## src/rtl/video_in_dma_writer.sv

```systemverilog
// Captures one frame of 8-bit pixels, packs them 4 per word into a small FIFO and
// writes the words to memory as a classic single-cycle Wishbone master.
module video_in_dma_writer #(
  parameter int WIDTH      = 640,
  parameter int HEIGHT     = 480,
  parameter int FIFO_DEPTH = 16
) (
  input  logic        p_clk,
  input  logic        p_resetn,
  input  logic [31:0] cfg_base_addr,
  input  logic [31:0] cfg_start,
  input  logic [7:0]  pix_data,
  input  logic        pix_valid,
  input  logic        pix_sof,
  output logic [31:0] p_wb_ADR_O,
  output logic [31:0] p_wb_DAT_O,
  input  logic [31:0] p_wb_DAT_I,
  output logic [3:0]  p_wb_SEL_O,
  output logic        p_wb_CYC_O,
  output logic        p_wb_STB_O,
  output logic        p_wb_WE_O,
  input  logic        p_wb_ACK_I,
  input  logic        p_wb_ERR_I,
  input  logic        p_wb_RTY_I,
  output logic        busy,
  output logic        done,
  output logic        overflow,
  output logic        bus_err
);

  localparam int N_PIX = WIDTH * HEIGHT;
  localparam int PW    = $clog2(N_PIX + 1);
  localparam int AW    = (FIFO_DEPTH > 2) ? $clog2(FIFO_DEPTH) : 1;
  localparam int CW    = AW + 1;

  typedef enum logic [2:0] {S_IDLE, S_ARMED, S_CAPTURE, S_DRAIN, S_FIN} state_t;

  state_t         state;
  logic [31:0]    base;
  logic [PW-1:0]  pix_cnt;
  logic [29:0]    word_idx;
  logic [23:0]    pack;
  logic           pend_vld;
  logic [31:0]    pend_addr;
  logic [31:0]    pend_data;
  logic [63:0]    mem [FIFO_DEPTH];
  logic [AW-1:0]  wr_ptr;
  logic [AW-1:0]  rd_ptr;
  logic [CW-1:0]  count;
  logic           cyc;
  logic [31:0]    adr;
  logic [31:0]    dat;

  logic           start;
  logic           take;
  logic           full;
  logic           empty;
  logic           push;
  logic           pop;
  logic [4:0]     lane_lsb;
  logic           unused_dat;

  assign start    = (state == S_IDLE) && (cfg_start != 32'd0);
  assign take     = pix_valid && (((state == S_ARMED) && pix_sof) || (state == S_CAPTURE));
  assign full     = (count == CW'(FIFO_DEPTH));
  assign empty    = (count == '0);
  // Full is the registered occupancy, so a pop in the same cycle cannot make room.
  assign push     = pend_vld && !full;
  assign pop      = cyc && (p_wb_ERR_I || (!p_wb_RTY_I && p_wb_ACK_I));
  assign lane_lsb = {pix_cnt[1:0], 3'b000};
  assign unused_dat = ^p_wb_DAT_I;

  // NOTE: every sequential block uses non-blocking assignments so all registers
  // update together from pre-edge values, regardless of statement order.
  always_ff @(posedge p_clk) begin
    if (!p_resetn) begin
      state     <= S_IDLE;
      base      <= '0;
      pix_cnt   <= '0;
      word_idx  <= '0;
      pack      <= '0;
      pend_vld  <= 1'b0;
      pend_addr <= '0;
      pend_data <= '0;
      busy      <= 1'b0;
      done      <= 1'b0;
      overflow  <= 1'b0;
    end else begin
      done     <= 1'b0;
      pend_vld <= 1'b0;
      if (pend_vld && full) overflow <= 1'b1;
      case (state)
        S_IDLE: if (start) begin
          base     <= {cfg_base_addr[31:2], 2'b00};
          pix_cnt  <= '0;
          word_idx <= '0;
          overflow <= 1'b0;
          busy     <= 1'b1;
          state    <= S_ARMED;
        end
        S_ARMED, S_CAPTURE: if (take) begin
          pix_cnt <= pix_cnt + 1'b1;
          if (pix_cnt[1:0] == 2'd3) begin
            pend_vld  <= 1'b1;
            pend_data <= {pix_data, pack};
            pend_addr <= base + {word_idx, 2'b00};
            word_idx  <= word_idx + 1'b1;
          end else begin
            pack[lane_lsb +: 8] <= pix_data;
          end
          state <= (pix_cnt == PW'(N_PIX - 1)) ? S_DRAIN : S_CAPTURE;
        end
        S_DRAIN: if (empty && !cyc && !pend_vld) begin
          done  <= 1'b1;
          busy  <= 1'b0;
          state <= S_FIN;
        end
        S_FIN:   state <= S_IDLE;
        default: state <= S_IDLE;
      endcase
    end
  end

  // NOTE: the FIFO storage is deliberately not reset; only the pointers and
  // count need a defined value, and leaving the array alone lets it map to RAM.
  always_ff @(posedge p_clk) begin
    if (push) mem[wr_ptr] <= {pend_addr, pend_data};
  end

  always_ff @(posedge p_clk) begin
    if (!p_resetn) begin
      wr_ptr  <= '0;
      rd_ptr  <= '0;
      count   <= '0;
      cyc     <= 1'b0;
      adr     <= '0;
      dat     <= '0;
      bus_err <= 1'b0;
    end else begin
      if (push) wr_ptr <= wr_ptr + 1'b1;
      if (pop)  rd_ptr <= rd_ptr + 1'b1;
      count <= count + CW'(push) - CW'(pop);
      if (start) bus_err <= 1'b0;
      // Any termination drops the cycle; the idle cycle that follows is the
      // mandatory gap before the next (or retried) transfer.
      if (cyc) begin
        if (p_wb_ERR_I || p_wb_RTY_I || p_wb_ACK_I) cyc <= 1'b0;
        if (p_wb_ERR_I) bus_err <= 1'b1;
      end else if (!empty) begin
        cyc <= 1'b1;
        adr <= mem[rd_ptr][63:32];
        dat <= mem[rd_ptr][31:0];
      end
    end
  end

  assign p_wb_ADR_O = adr;
  assign p_wb_DAT_O = dat;
  assign p_wb_CYC_O = cyc;
  assign p_wb_STB_O = cyc;
  assign p_wb_WE_O  = cyc;
  assign p_wb_SEL_O = {4{cyc}};

endmodule

```

## config.mk

```make
export PLATFORM = sky130hd
export DESIGN_NAME = video_in_dma_writer
export DESIGN_NICKNAME = d
export VERILOG_FILES = /design/src/rtl/video_in_dma_writer.sv
export SDC_FILE = /design/constraint.sdc
export NUM_CORES = 2
export LEC_CHECK = 0
export ABC_AREA = 1
export CAP_MARGIN = 10
export CORE_ASPECT_RATIO = 1.5
export CORE_UTILIZATION = 45
export DETAILED_ROUTE_END_ITERATION = 10
export SYNTH_ARGS = -nofsm -noshare
export SYNTH_HDL_FRONTEND = slang
export SYNTH_SLANG_ARGS = --single-unit
```

## constraint.sdc

```tcl
create_clock -name p_clk -period 10.5 [get_ports p_clk]
set_input_delay 1.575 -clock p_clk [delete_from_list [all_inputs] [get_ports p_clk]]
set_output_delay 1.575 -clock p_clk [all_outputs]
set_load 0.02 [all_outputs]
```

==> summary.md <==
| Metric | Value |
|---|---|
| TritonRoute pass-1 iters | 5 |
| Most common cell after layout, fill and taps aside | nor2_1 |
| Vias in the first global route | 34150 |
| Max-cap violations | 0 |
| Final Total Pwr | 12300 µW |
| GR Util All Layers | 0.2323 |
| Yosys warnings | 0 |
| GP Congestion | 0.8726 |
| First-pass GRT wire length | 204700 µm |
| Clk buf depth | 3 |
| Slew @ Worst Pin | 1.208 ns |
| Initial drt markers | 2986 |
| CP arrival | 4.47 ns |
| Min Clock Period, post-route | 3.862 ns |
| Avg WL per Cell | 21.16 µm |
| Design area | 58000 µm² |
| Slack of the critical path | 6.638 ns |
| Synth area leaders | edfxtp_1 (58%), dfxtp_1 (9.7%), nor2_1 (8.1%) |
| Post-synth cell types | 42 |
| Peak VDD IR | 0.0001972 V |
| Total Wirelength | 134900 µm |
| Cell taking the most area after synthesis | edfxtp_1 |
| Max Fclk | 258.9 MHz |
| Clk_lat worst skew | 0.73 ns |
| DR vias/cell | 5.562 |
| Core Area | 113400 µm² |
| Synthesized flop and latch total | 1241 |
| Clk root buf | clkbuf_16 |
| GRT Residual Overflow | 0 |
| Critical path peak fanout | 4 |
| Die W | 278.6 µm |
| WP data required | 11.11 ns |
| Max-slew violations | 0 |
| Setup TNS Final | 0 ns |
| Die Area | 116100 µm² |
| Initial antenna violation count | 2 |
| Layout cells sized above 1 | 0.05524 |
| Routed vias | 35480 |
| # hold bufs at CTS | 0 |
| Post-synth EDFFs | 992 |
| Die Ht | 416.9 µm |
| # Post-CTS Setup Buffers | 0 |
| Async SR Flop Fraction | 0 |
| Pre-CTS WS | 5.853 ns |
| Post-synth top area share | 0.5768 |
| Critical Path Source Type | input port |
| Fin crit share | 0.3678 |
| Most frequent cells in the layout | nor2_1 (1096), edfxtp_1 (992), o21ai_0 (534) |
| Post-route ant nets | 0 |
| Power per Cell Area | 212.1 nW/µm² |
| Syn_area_per_cell | 10.75 µm² |
| Total of fill cells in the finished design | 9949 |
| Crit end category | flip-flop |
| Dpl hpwl | 71760 µm |
| Placed Area | 54160 µm² |
| Final core utilization | 0.5116 |
| P_leak | 0.01993 µW |
| Clk slew on worst S/H paths | 0.07 ns |
| Largest net degree at the start of global routing | 207 |
| Mapped Area | 51640 µm² |
| Hold Crit Class | reg2reg |
| Endpoints failing setup | 0 |
| Status | completed |
| Slew HR | 0.1948 |
| CTS tree | built |
| DRC | 0 |
| I/O pins | 186 |
| Seq/Total Area, Yosys | 0.6734 |
| Clock Skew | 0.03251 ns |
| Top FF cell, synth | edfxtp_1 |
| Cell Rows | 151 |
| Final Hold Fails | 0 |
| Area Growth Syn to Fin | 12.31% |
| Starting Density | 0.4556 |
| Final-stage net count | 4983 |
| CTS Sinks | 1241 |
| WS Path Type | in2reg |
| Total CTS buffers | 113 |
| Cells after Synth | 4803 |
| H-tree depth | 3 |
| Post_cts resized | 0 |
| Port Buffers | 149 |
| RSZ-0062 raised after global routing | no |
==> per-stage QoR <==
step / cells / hold slack, ns
CTS: 6377 / 0.4628
global placement: 6162 / 0.4494
global route: 6378 / 0.4863
floorplan: 4804 / 0.4297
detailed placement: 6162 / 0.4526
finish: 6378 / 0.4622
==> power breakdown <==
part           internal, µW  total [µW]  switching (µW)
Combinational           820        2580            1760
Clock                  2400        4210            1810
Sequential             5380        5520             138
Total                  8600       12300            3700
==> layer usage <==
layer,share of wire,vias to the layer above,global-route usage
li1,-,16890,-
met1,0.42,17410,0.2949
met2,0.50,978,0.4109
met3,0.048,194,0.02423
met4,0.031,0,0.08242
met5,0,-,0
==> critical path: stages <==
cell             delay [ns]
clkdlybuf4s50_1        0.48
inv_1                  0.05
o31ai_1                0.75
ha_1                   0.37
inv_1                  0.05
ha_1                   0.16
inv_1                  0.06
fa_1                   0.43
nor3_1                 0.20
a211oi_1               0.09
o21ai_0                0.18
a21oi_1                0.06
==> flip-flops by register name, indices dropped and copies added (netlist names), 3 cells and up <==
name / flops
state: 3
word_idx: 30
p_wb_ADR_O: 30
mem: 992
count: 5
base: 30
wr_ptr: 4
rd_ptr: 4
pix_cnt: 19
pend_addr: 30
p_wb_DAT_O: 32
pend_data: 32
pack: 24
==> cell type report <==
type                       instances  area (µm²)  share of cell area
clock inverter                    52       481.7            0.008306
inverter                         243       935.9             0.01614
multi-input combinational       3028       14760              0.2544
clock buffer                     163        3349             0.05775
timing repair buffer             197        1866             0.03217
antenna                            1       2.502          0.00004315
sequential                      1241       34790              0.5998
tap                             1453        1818             0.03135
==> path summary, 6_finish.rpt <==
kind	startpoint	endpoint	slack [ns]	depth (start not counted)
hold reg to reg	pack[22]$_SDFFE_PN0P_	pack[22]$_SDFFE_PN0P_	0.46	2
hold / removal	pack[22]$_SDFFE_PN0P_	pack[22]$_SDFFE_PN0P_	0.46	2
setup / recovery	p_wb_ACK_I	count[4]$_SDFF_PN0_	6.64	12
setup reg to reg	rd_ptr[0]$_SDFFE_PN0P_	p_wb_DAT_O[3]$_SDFFE_PN0P_	6.76	10
==> Yosys cell counts (6+ instances only) <==
cell,instances
ha_1,46
buf_4,18
nand4_1,18
a21oi_1,127
o211ai_1,311
o21ai_0,534
nor3_1,22
nor2_1,1112
inv_2,7
o21bai_1,6
buf_2,65
xnor2_1,18
edfxtp_1,992
clkbuf_1,162
xor2_1,25
dfxtp_1,249
nand3_1,280
buf_1,36
inv_1,235
buf_6,11
nand2_1,442
o21ai_1,60
==> kinds of logic (layout without fill, tap and decap cells) <==
group / count (synthesis) / count (layout) / share of synthesized area
flops: 1241 / 1241 / 0.6734
simple gates: 1885 / 1885 / 0.1460
other cells: 1 / 3 / 0.00007262
buf+inv: 535 / 655 / 0.04337
fa+ha+maj: 48 / 48 / 0.01192
compound gates: 1050 / 1050 / 0.1179
xor+xnor: 43 / 43 / 0.007293
Note: power is estimated with default switching activity, not from simulation.
